`src/rtl/lock_sequencer_if.sv`:
```
// Keypad/lock signal bundle: keypad and pushbutton inputs toward the sequencer, registered status outputs back.
// master drives keys and the lock button; slave is the sequencer.
interface lock_sequencer_if;
   logic        key_valid;
   logic [3:0]  key_code;
   logic        lock_button;
   logic [3:0]  pass_signal;
   logic [2:0]  press_count;
   logic [15:0] state_led;

   modport master (
      output key_valid, key_code, lock_button,
      input  pass_signal, press_count, state_led
   );

   modport slave (
      input  key_valid, key_code, lock_button,
      output pass_signal, press_count, state_led
   );
endinterface

```
`src/rtl/lock_sequencer.sv`:
```
// Four-digit keypad lock with fail counting and timed lockout; outputs registered, updated on the edge that moves the FSM.
// No backpressure: keys arriving in CHECK/UNLOCKED/FAIL/LOCKOUT are dropped.
module lock_sequencer #(
   parameter logic [15:0] PASSCODE       = 16'h1234,
   parameter int unsigned FAIL_CYCLES    = 100_000_000,
   parameter int unsigned MAX_FAILS      = 3,
   parameter int unsigned LOCKOUT_CYCLES = 1_000_000_000,
   parameter int unsigned ENTRY_TIMEOUT  = 500_000_000,
   parameter int unsigned RELOCK_CYCLES  = 0
) (
   input logic            clk,
   input logic            reset,
   lock_sequencer_if.slave bus
);

   localparam int unsigned MAX_A = (FAIL_CYCLES > LOCKOUT_CYCLES) ? FAIL_CYCLES : LOCKOUT_CYCLES;
   localparam int unsigned MAX_B = (ENTRY_TIMEOUT > RELOCK_CYCLES) ? ENTRY_TIMEOUT : RELOCK_CYCLES;
   localparam int unsigned MAX_T = (MAX_A > MAX_B) ? MAX_A : MAX_B;
   // The timer holds load values up to MAX_T-1, so $clog2(MAX_T) bits suffice.
   localparam int TW = (MAX_T > 1) ? $clog2(MAX_T) : 1;

   localparam logic [TW-1:0] FAIL_LD   = TW'((FAIL_CYCLES    > 0) ? FAIL_CYCLES    - 1 : 0);
   localparam logic [TW-1:0] LOCK_LD   = TW'((LOCKOUT_CYCLES > 0) ? LOCKOUT_CYCLES - 1 : 0);
   localparam logic [TW-1:0] ENTRY_LD  = TW'((ENTRY_TIMEOUT  > 0) ? ENTRY_TIMEOUT  - 1 : 0);
   localparam logic [TW-1:0] RELOCK_LD = TW'((RELOCK_CYCLES  > 0) ? RELOCK_CYCLES  - 1 : 0);
   localparam bit            RELOCK_EN = (RELOCK_CYCLES != 0);
   localparam logic [2:0]    FAIL_LIM  = 3'(MAX_FAILS);

   typedef enum logic [2:0] {
      IDLE, ENTRY, CHECK, UNLOCKED, FAIL, LOCKOUT
   } state_t;

   state_t        state_q, state_n;
   logic [15:0]   entry_q, entry_n;
   logic [2:0]    count_q, count_n;
   logic [2:0]    fails_q, fails_n;
   logic [TW-1:0] timer_q, timer_n;
   logic          lock_prev_q;
   logic [3:0]    pass_q;
   logic [15:0]   led_q;

   logic          is_digit, is_clear, lock_rise, timer_zero;
   logic [TW-1:0] timer_dec;

   assign is_digit   = bus.key_valid && (bus.key_code <= 4'hD);
   assign is_clear   = bus.key_valid && (bus.key_code == 4'hE);
   assign lock_rise  = bus.lock_button && !lock_prev_q;
   assign timer_zero = (timer_q == '0);
   assign timer_dec  = timer_zero ? timer_q : timer_q - TW'(1);

   function automatic logic [3:0] pass_of(input state_t s);
      case (s)
         UNLOCKED: return 4'b0010;
         FAIL:     return 4'b0100;
         LOCKOUT:  return 4'b1000;
         default:  return 4'b0001;
      endcase
   endfunction

   always_comb begin
      state_n = state_q;
      entry_n = entry_q;
      count_n = count_q;
      fails_n = fails_q;
      timer_n = timer_q;
      case (state_q)
         IDLE: begin
            if (is_digit) begin
               state_n = ENTRY;
               entry_n = {entry_q[11:0], bus.key_code};
               count_n = 3'd1;
               timer_n = ENTRY_LD;
            end
         end
         ENTRY: begin
            if (lock_rise || is_clear) begin
               state_n = IDLE;
               entry_n = '0;
               count_n = '0;
               timer_n = '0;
            end else if (bus.key_valid) begin
               // Any key restarts the idle timer, even one that lands on the expiry cycle.
               timer_n = ENTRY_LD;
               if (is_digit) begin
                  entry_n = {entry_q[11:0], bus.key_code};
                  count_n = count_q + 3'd1;
                  if (count_q == 3'd3) begin
                     state_n = CHECK;
                     timer_n = '0;
                  end
               end
            end else if (timer_zero) begin
               state_n = IDLE;
               entry_n = '0;
               count_n = '0;
            end else begin
               timer_n = timer_dec;
            end
         end
         CHECK: begin
            entry_n = '0;
            count_n = '0;
            if (entry_q == PASSCODE) begin
               state_n = UNLOCKED;
               fails_n = '0;
               timer_n = RELOCK_LD;
            end else begin
               state_n = FAIL;
               fails_n = (fails_q == 3'd7) ? fails_q : fails_q + 3'd1;
               timer_n = FAIL_LD;
            end
         end
         UNLOCKED: begin
            if (lock_rise || (RELOCK_EN && timer_zero)) begin
               state_n = IDLE;
               timer_n = '0;
            end else begin
               timer_n = timer_dec;
            end
         end
         FAIL: begin
            if (timer_zero) begin
               if (fails_q >= FAIL_LIM) begin
                  state_n = LOCKOUT;
                  timer_n = LOCK_LD;
               end else begin
                  state_n = IDLE;
               end
            end else begin
               timer_n = timer_dec;
            end
         end
         LOCKOUT: begin
            if (timer_zero) begin
               state_n = IDLE;
               fails_n = '0;
            end else begin
               timer_n = timer_dec;
            end
         end
         default: begin
            state_n = IDLE;
            entry_n = '0;
            count_n = '0;
            timer_n = '0;
         end
      endcase
   end

   always_ff @(posedge clk) begin
      if (reset) begin
         state_q     <= IDLE;
         entry_q     <= '0;
         count_q     <= '0;
         fails_q     <= '0;
         timer_q     <= '0;
         lock_prev_q <= 1'b0;
         pass_q      <= 4'b0001;
         led_q       <= 16'h0001;
      end else begin
         state_q     <= state_n;
         entry_q     <= entry_n;
         count_q     <= count_n;
         fails_q     <= fails_n;
         timer_q     <= timer_n;
         lock_prev_q <= bus.lock_button;
         pass_q      <= pass_of(state_n);
         led_q       <= {7'd0, fails_n, 6'b000001 << state_n};
      end
   end

   assign bus.pass_signal = pass_q;
   assign bus.press_count = count_q;
   assign bus.state_led   = led_q;

endmodule

```
`src/flat_wrapper.sv`:
```
// flat-port wrapper written by rule: the top's interface ports become plain ports
module lock_sequencer_flat 
#(
   parameter logic [15:0] PASSCODE       = 16'h1234,
   parameter int unsigned FAIL_CYCLES    = 100_000_000,
   parameter int unsigned MAX_FAILS      = 3,
   parameter int unsigned LOCKOUT_CYCLES = 1_000_000_000,
   parameter int unsigned ENTRY_TIMEOUT  = 500_000_000,
   parameter int unsigned RELOCK_CYCLES  = 0
)
  (clk, reset, bus_key_valid, bus_key_code, bus_lock_button, bus_pass_signal, bus_press_count, bus_state_led);
  lock_sequencer_if bus_i ();
  input logic clk;
  input logic reset;
  input wire logic [$bits(bus_i.key_valid)-1:0] bus_key_valid;
  input wire logic [$bits(bus_i.key_code)-1:0] bus_key_code;
  input wire logic [$bits(bus_i.lock_button)-1:0] bus_lock_button;
  output wire logic [$bits(bus_i.pass_signal)-1:0] bus_pass_signal;
  output wire logic [$bits(bus_i.press_count)-1:0] bus_press_count;
  output wire logic [$bits(bus_i.state_led)-1:0] bus_state_led;
  assign bus_i.key_valid = bus_key_valid;
  assign bus_i.key_code = bus_key_code;
  assign bus_i.lock_button = bus_lock_button;
  assign bus_pass_signal = bus_i.pass_signal;
  assign bus_press_count = bus_i.press_count;
  assign bus_state_led = bus_i.state_led;
  lock_sequencer #(.PASSCODE(PASSCODE), .FAIL_CYCLES(FAIL_CYCLES), .MAX_FAILS(MAX_FAILS), .LOCKOUT_CYCLES(LOCKOUT_CYCLES), .ENTRY_TIMEOUT(ENTRY_TIMEOUT), .RELOCK_CYCLES(RELOCK_CYCLES)) u_core (.clk(clk), .reset(reset), .bus(bus_i));
endmodule
```
`config.mk`:
```
export PLATFORM = sky130hd
export DESIGN_NAME = lock_sequencer_flat
export DESIGN_NICKNAME = d
export VERILOG_FILES = /design/src/rtl/lock_sequencer_if.sv /design/src/rtl/lock_sequencer.sv /design/src/flat_wrapper.sv
export SDC_FILE = /design/constraint.sdc
export NUM_CORES = 1
export LEC_CHECK = 0
export CAP_MARGIN = 40
export CORE_UTILIZATION = 30
export CTS_CLUSTER_DIAMETER = 30
export CTS_CLUSTER_SIZE = 20
export DETAILED_ROUTE_END_ITERATION = 8
export HOLD_SLACK_MARGIN = 0.03
export PLACE_DENSITY = 0.43
export SLEW_MARGIN = 20
export SYNTH_ARGS = -nofsm -noshare
export SYNTH_HDL_FRONTEND = slang
export SYNTH_SLANG_ARGS = --single-unit
```
`constraint.sdc`:
```
create_clock -name clk -period 4 [get_ports clk]
set_clock_uncertainty 0.15 [all_clocks]
set_input_delay 0.8 -clock clk [delete_from_list [all_inputs] [get_ports clk]]
set_output_delay 0.8 -clock clk [all_outputs]
set_load 0.05 [all_outputs]
```
==> results of run 1 <==
==> layer usage <==
layer | vias to the layer above | GRT usage
li1 | 1850 | -
met1 | 1771 | 0.255
met2 | 107 | 0.302
met3 | 24 | 0.0524
met4 | 0 | 0.0797
met5 | - | 0
==> critical path, stage by stage (launching register included) <==
cell	delay [ns]
dfxtp_1	0.34
inv_1	0.11
ha_1	0.16
or4b_4	0.47
nor4_2	0.21
buf_4	0.20
nand3_1	0.43
ha_1	0.47
a221oi_1	0.27
a211o_1	0.13
a21oi_1	0.05
==> layout make-up <==
class | instances | area (µm²)
Sequential cell | 66 | 1320
Multi-Input combinational cell | 367 | 2210
Clock buffer | 10 | 239
Fill cell | 1294 | 7680
Tap cell | 168 | 210
Timing Repair Buffer | 37 | 335
Inverter | 27 | 101
Clock inverter | 6 | 65.1
==> state kept, by name, summed over array words and instances (netlist names) <==
name                    flops
u_core.bus.pass_signal      4
u_core.lock_prev_q          1
u_core.bus.state_led        9
u_core.entry_q             16
u_core.state_q              3
u_core.bus.press_count      3
u_core.timer_q             30
==> per-stage QoR <==
| step | hold WS, ns | cells | power [mW] | utilization |
|---|---|---|---|---|
| 2_1_floorplan | 0.282 | 496 | 0.990 | - |
| 3_3_place_gp | 0.296 | 664 | 1.09 | 0.343 |
| 3_5_place_dp | 0.299 | 664 | 1.09 | 0.343 |
| 4_1_cts | 0.308 | 680 | 1.91 | 0.368 |
| 5_1_grt | 0.332 | 681 | 1.98 | 0.368 |
| 6_report | 0.310 | 681 | 1.89 | 0.368 |
==> cell families (layout without fill, tap and decap cells) <==
| group | count (synthesis) | in the layout |
|---|---|---|
| and+or+nand+nor | 196 | 196 |
| AOI/OAI and AO/OA | 155 | 155 |
| DFF | 66 | 66 |
| buffers and inverters | 63 | 80 |
| adders and majority gates | 6 | 6 |
| muxes | 3 | 3 |
| other | 1 | 7 |
==> path summary, 6_finish.rpt <==
check                                          end  slack (ns)  depth (start not counted)
worst max-delay path             u_core.timer_q[0]        0.87                         10
worst min-delay path            u_core.entry_q[12]        0.31                          2
worst min register to register  u_core.entry_q[12]        0.31                          2
worst max register to register   u_core.timer_q[0]        0.87                         10
==> cells in the final DEF (no fill, tap or decap), types with 5 or more instances in the layout <==
cell             count
dfxtp_1             66
nand2_1             61
a21oi_1             48
nor2_1              29
inv_1               27
a31oi_1             25
clkdlybuf4s50_1     23
nand3_1             18
nor3_1              16
buf_4               13
o21ai_0             12
o22ai_1             10
or3_1                9
nand4_1              9
clkbuf_16            9
nor4_1               8
nand2b_1             7
and2_1               7
o32ai_1              7
conb_1               7
nor2b_1              6
ha_1                 6
o211ai_1             5
==> power by group through the flow <==
stage          clock network, mW  registers [mW]  logic, mW
2_1_floorplan                  0           0.737      0.253
6_report                   0.814           0.729      0.347
4_1_cts                    0.834           0.729      0.345
3_5_place_dp                   0           0.743      0.344
5_1_grt                    0.867           0.736      0.382
3_3_place_gp                   0           0.743      0.345
==> qor.txt, run 1 <==
Status: finished, final reports clean
RSZ-0062 raised after global routing: false
Post-CTS sizing: 0
Synth Area in XOR/XNOR: 0
PortBufs: 23
Avg Cell Area, Syn: 7.76 µm²
Minimum clock period after layout: 3.13 ns
Met2 WL post-DR: 5370 µm
Num rows: 40
Io pins: 31
GRT overflow: 0
Metal3 WL: 541 µm
Synthesized cell area: 3800 µm²
Top Layer Used: met4
P per Cell Area: 422 nW/µm²
Commonest cells post-synth: dfxtp_1, nand2_1, a21oi_1
Sw frac: 0.308
Initial Util: 0.313
Max Cap Violations: 0
Sequential share of the synthesized area: 0.348
Setup TNS: 0 ns
Initial antenna violation count: 0
Clock root buffer: clkbuf_16
Area share of fa/ha/maj cells after synthesis: 0.0197
CP arrival: 3.21 ns
Internal power: 1.31 mW
Clk slew on worst S/H paths: 0.06 ns
Bufs on Longest Clock Path: 2
Largest family of logic cells by synthesized area: compound AO/OA/AOI/OAI gates
Post-synth ARST share: 0
Hold Buf Count CTS: 0
Nets: 522
Leak Pwr: 1.61 nW
Post-route cell area: 4480 µm²
Largest net degree at the start of global routing: 32
Relative slew slack: 0.455
Seq cells post-synth: 66
FF-to-FF Start: u_core.timer_q[0]
Top cells by area, synth: dfxtp_1, a21oi_1, nand2_1, a31oi_1, nor2_1
Drt pass-1 iters: 5
Simple-Gate Fraction of Synth Area: 0.270
WL per Instance: 17.6 µm
DP HPWL: 8500 µm
Hold Path Class: flop to flop
Min setup slack post-route: 0.868 ns
Post-synthesis compound-gate area fraction: 0.276
Least-Margin Pin Slew: 0.810 ns
Final setup vio count: 0
Seq pwr share: 0.386
Fraction of layout cells with a size suffix above 1: 0.0877
Die ar.: 13100 µm²
Mapped Cells: 490
Synth top area share: 0.348
Critical Path End Type: flop
Via density: 5.51
Die X-Extent: 115 µm
Worst Path Max Fanout: 13
Synth area leader: dfxtp_1
Fin. Hold Viols: 0
Via count: 3752
Fin. max-slew vios: 0
Most frequent cell after synthesis: dfxtp_1
Beginning of the worst hold path: u_core.entry_q[12]
NetSw: 0.581 mW
First-pass GRT wire length: 19300 µm
Crit path from: u_core.timer_q[0]
Post-CTS Setup Bufs: 0
Yosys cell types: 68
Worst skew pair latency: 0.34 ns
CP Launch Type: flop
Wl on met1: 5820 µm
Pre-CTS WS: 0.721 ns
Post-synth EDFFs: 0
Detail Route Antenna Nets: 0
H-tree Lvls: 3
Placement Cell Area: 4170 µm²
Detailed-route wire length: 12000 µm
Clock share of power: 0.431
Comb power frac: 0.184
Syn-to-layout area delta: 17.8%
Final period util: 0.783
CTS tree: built
CTS buffer count: 9
Gr usage total: 0.195
Remaining DRCs: 0
Worst VDD drop: 0.286 mV
Yosys warns: 0
Die Y: 115 µm
Mux cell area share after synthesis: 0.00790
Crit path kind: flop to flop
Top_reg_cell synth: dfxtp_1
Iteration-0 DRC Markers: 228
Fmax: 319 MHz
Clock tree sinks: 66
Worst endpoint required time: 4.07 ns
Routability Congestion: 0.843
Antenna fix cells: 0
Core Box Area: 12200 µm²
Vias in the first global route: 3587
Power figures use the tool's default switching activity.
==> run 2, diff against run 1 <==
--- a/config.mk
+++ b/config.mk
@@ -11,7 +11,7 @@
 export CTS_CLUSTER_SIZE = 20
 export DETAILED_ROUTE_END_ITERATION = 8
 export HOLD_SLACK_MARGIN = 0.03
-export PLACE_DENSITY = 0.43
+export PLACE_DENSITY = 0.44
 export SLEW_MARGIN = 20
 export SYNTH_ARGS = -nofsm -noshare
 export SYNTH_HDL_FRONTEND = slang
==> constraint.sdc (replaced) <==
create_clock -name clk -period 2.7 [get_ports clk]
set_clock_uncertainty 0.15 [all_clocks]
set_input_delay 0.54 -clock clk [delete_from_list [all_inputs] [get_ports clk]]
set_output_delay 0.54 -clock clk [all_outputs]
set_load 0.05 [all_outputs]
==> qor.txt, run 2 (same netlist as run 1, synthesis figures left out) <==
Initial Util: 0.313
Via density: 5.38
Power consumption: 3.08 mW
Clock tree sinks: 66
PortBufs: 23
Detailed-route wire length: 13400 µm
Core Box Area: 12200 µm²
Max Cap Violations: 0
Failing checks: negative setup slack
Syn-to-layout area delta: 38.8%
FF-to-FF Start: u_core.timer_q[0]
Fin. Hold Viols: 0
Fin. max-slew vios: 0
Detail Route Antenna Nets: 0
Reg with most FFs: u_core.timer_q
Internal power: 2.14 mW
Minimum clock period after layout: 2.80 ns
Area of the multi-input gates: 2370 µm²
Hold Buf Count CTS: 0
Crit path kind: flop to flop
Comb power frac: 0.235
GRT overflow: 0
M1 GR Usage: 0.274
CTS buffer count: 9
Worst skew pair latency: 0.35 ns
Seq pwr share: 0.347
Reg2reg setup slack: -0.10 ns
Largest net degree at the start of global routing: 35
Antenna fix cells: 0
Max reg flops: 30
Die Y: 115 µm
Status: finished with violations
NetSw: 0.940 mW
H-tree Lvls: 3
Hold Path Class: flop to flop
Nets: 598
Sw frac: 0.305
Sequential Area: 1320 µm²
Clk slew on worst S/H paths: 0.06 ns
Routability Congestion: 0.887
RSZ-0062 raised after global routing: true
Worst endpoint required time: 2.79 ns
Bufs on Longest Clock Path: 2
Crit path from: u_core.timer_q[0]
R2R Path End: u_core.timer_q[29]
Vias in the first global route: 3879
Least-Margin Pin Slew: 0.837 ns
Most frequent cells in the layout: buf_4, dfxtp_1, nand2_1
First-pass GRT wire length: 20600 µm
DP HPWL: 9350 µm
Io pins: 31
Via count: 4070
CP Launch Type: flop
Leak Pwr: 2.03 nW
CP arrival: 2.89 ns
Final period util: 1.04
Fin util: 0.434
Num rows: 40
Worst r2r path cells: 8
Die X-Extent: 115 µm
Min setup slack post-route: -0.100 ns
Initial antenna violation count: 0
Fill cells: 1246
Clock root buffer: clkbuf_16
Hold Path Sink: u_core.entry_q[12]
Clock share of power: 0.417
Remaining DRCs: 0
Final setup vio count: 22
Beginning of the worst hold path: u_core.entry_q[12]
Met3 usage: 0.0408
CTS tree: built
P per Cell Area: 584 nW/µm²
Iteration-0 DRC Markers: 278
CP most frequent cell: or4_4
Worst VDD drop: 0.345 mV
Hold depth: 2
Worst Path Max Fanout: 7
CP cell instances: inv_2, ha_4, or4b_4, or4_4, or4_4, and2_4, a31o_1, a22o_1
Drt pass-1 iters: 4
Gr busiest metal: met2
Fmax: 357 MHz
WL per Instance: 17.7 µm
Fraction of layout cells with a size suffix above 1: 0.236
Gr usage total: 0.209
Commonest non-fill, non-tap cell in the layout: buf_4
Die ar.: 13100 µm²
CP max-delay cell: or4_4
M2 GR Usage: 0.323
Max incr delay on CP: 0.51 ns
Relative slew slack: 0.442
Critical Path End Type: flop
==> run 2: layout make-up <==
class                           count  share of cell area
Clock buffer                       10              0.0434
Clock inverter                      6              0.0171
Inverter                           27              0.0192
Multi-Input combinational cell    370               0.449
Sequential cell                    66               0.251
Tap cell                          168              0.0398
Timing Repair Buffer              110               0.180
==> run 2: through the flow <==
stage          setup slack (ns)  area [µm²]  cells  hold WS (ns)  setup TNS [ns]
2_1_floorplan           -0.0282        3830    496         0.282         -0.0671
3_3_place_gp            -0.0722        4710    730         0.295          -0.498
3_5_place_dp             -0.114        4710    731         0.294          -0.624
4_1_cts                 -0.0903        5070    748         0.304          -0.599
5_1_grt                  -0.158        5280    757         0.326           -2.89
6_report                 -0.100        5280    757         0.305          -0.661
==> run 2: timing repair <==
item                       CTS  global route
cloned                       1             3
setup endpoints to repair   25            44
pin swaps                    3             7
buffers inserted             0             6
gates resized for setup      7            26
==> run 2: worst max-delay path: cells and delay by family (launching register included) <==
family	cells	cell delay, ns
and+or+nand+nor	4	1.64
adders and majority gates	1	0.13
AOI/OAI and AO/OA	2	0.38
buffers and inverters	1	0.07
DFF	1	0.32
==> run 2: worst max path at each step <==
stage                                   end  slack (ns)  cells after the start
CTS                      u_core.timer_q[29]       -0.09                      8
finish                   u_core.timer_q[29]       -0.10                      8
global placement    u_core.bus.state_led[0]       -0.07                      8
detailed placement       u_core.timer_q[29]       -0.11                      8
global route             u_core.timer_q[29]       -0.16                      8
floorplan                 u_core.timer_q[0]       -0.03                      9
==> run 2: power by group through the flow <==
stage	combinational (mW)	sequential, mW	clock (mW)
floorplan	0.379	1.09	0
global placement	0.653	1.09	0
detailed placement	0.657	1.09	0
CTS	0.667	1.07	1.31
global route	0.784	1.08	1.36
finish	0.726	1.07	1.29
==> run 2: per-layer routing <==
layer / wire length, µm / vias to the layer above / part of all wire
li1: - / 2008 / -
met1: 6340 / 1925 / 0.47
met2: 6100 / 110 / 0.45
met3: 604 / 27 / 0.045
met4: 386 / 0 / 0.029
met5: 0 / - / 0
==> run 3, diff against run 2 <==
--- a/config.mk
+++ b/config.mk
@@ -6,6 +6,7 @@
 export NUM_CORES = 1
 export LEC_CHECK = 0
 export CAP_MARGIN = 40
+export CORE_MARGIN = 2
 export CORE_UTILIZATION = 30
 export CTS_CLUSTER_DIAMETER = 30
 export CTS_CLUSTER_SIZE = 20
==> qor.txt, run 3 (same netlist as run 1, synthesis figures left out) <==
Status: finished with violations
Failing checks: negative setup slack
GRT overflow: 0
Max reg flops: 30
Largest net degree at the start of global routing: 35
Worst Path Max Fanout: 6
Final setup vio count: 17
First-pass GRT wire length: 20300 µm
Commonest non-fill, non-tap cell in the layout: buf_4
Hold Buf Count CTS: 0
Remaining DRCs: 0
Detailed-route wire length: 13000 µm
Iteration-0 DRC Markers: 222
Syn-to-layout area delta: 34.9%
Gr usage total: 0.196
Num rows: 41
Detail Route Antenna Nets: 0
RSZ-0062 raised after global routing: true
Nets: 589
DP HPWL: 9190 µm
Routability Congestion: 0.914
Most frequent cells in the layout: buf_4, dfxtp_1, nand2_1
Leak Pwr: 1.97 nW
Fmax: 359 MHz
H-tree Lvls: 3
Core Box Area: 12500 µm²
CTS buffer count: 9
Clock root buffer: clkbuf_16
Setup TNS: -0.642 ns
PortBufs: 23
Critical Path End Type: flop
Initial antenna violation count: 0
Fin. max-slew vios: 0
Final period util: 1.03
Clock tree sinks: 66
Drt pass-1 iters: 5
Worst endpoint required time: 2.79 ns
Worst skew pair latency: 0.34 ns
Crit path kind: flop to flop
Via count: 4029
Worst VDD drop: 0.340 mV
Initial Util: 0.304
P per Cell Area: 562 nW/µm²
Minimum clock period after layout: 2.78 ns
CTS tree: built
Io pins: 31
Hold Path Class: flop to flop
Fraction of layout cells with a size suffix above 1: 0.217
Antenna fix cells: 0
Fin util: 0.410
Bufs on Longest Clock Path: 2
Die ar.: 13600 µm²
Die X-Extent: 117 µm
Min setup slack post-route: -0.0820 ns
Die Y: 117 µm
Clk slew on worst S/H paths: 0.06 ns
Max Cap Violations: 0
Via density: 5.36
CP arrival: 2.87 ns
Relative slew slack: 0.441
WL per Instance: 17.2 µm
Vias in the first global route: 3831
Pre-CTS WS: -0.159 ns
Fin. Hold Viols: 0
Reg with most FFs: u_core.timer_q
Least-Margin Pin Slew: 0.839 ns
CP Launch Type: flop
-- run 3: worst paths after layout --
check	startpoint	endpoint	slack [ns]	cells after the start
max reg2reg	u_core.timer_q[1]	u_core.timer_q[29]	-0.08	8
min reg2reg	u_core.entry_q[12]	u_core.entry_q[12]	0.31	2
max	u_core.timer_q[1]	u_core.timer_q[29]	-0.08	8
min	u_core.entry_q[12]	u_core.entry_q[12]	0.31	2
-- run 3: layout make-up --
class,instances,area [µm²]
clock buffers,12,256
clock inverters,4,26.3
fillers,1345,7390
inverters,27,101
multi-input cells,368,2290
flip-flops and latches,66,1320
well taps,172,215
repair buffers,103,913
-- run 3: per-stage QoR --
| step | hold WS (ns) | cell area, µm² | power, mW | cells |
|---|---|---|---|---|
| floorplan | 0.282 | 3830 | 1.47 | 496 |
| global placement | 0.293 | 4740 | 1.75 | 733 |
| detailed placement | 0.297 | 4740 | 1.75 | 733 |
| CTS | 0.304 | 5070 | 2.89 | 750 |
| global route | 0.333 | 5130 | 3.02 | 752 |
| finish | 0.305 | 5130 | 2.88 | 752 |
-- run 3: where the power goes --
group | switching [mW] | internal (mW)
logic | 0.407 | 0.293
clock network | 0.443 | 0.670
registers | 0.0422 | 1.03
total | 0.893 | 1.99
-- run 3: repair_timing --
action | CTS | global route
buffers inserted | 0 | 2
gates resized for setup | 8 | 14
pin swaps | 1 | 6
cloned | 1 | 0
endpoints found under the setup margin | 26 | 39
-- run 3: metal layers --
| layer | vias up | share of wire | track usage |
|---|---|---|---|
| met5 | - | 0 | 0 |
| met1 | 1917 | 0.48 | 0.258 |
| met3 | 20 | 0.048 | 0.0467 |
| met2 | 102 | 0.46 | 0.316 |
| li1 | 1990 | - | - |
| met4 | 0 | 0.019 | 0.0667 |
-- run 3: worst max-delay path, stage by stage, from the launching register on --
cell     delay, ns
dfxtp_2       0.32
inv_2         0.07
ha_4          0.13
or4b_4        0.46
or4_4         0.46
or4_4         0.50
and2_4        0.23
a31o_1        0.20
a22o_1        0.17
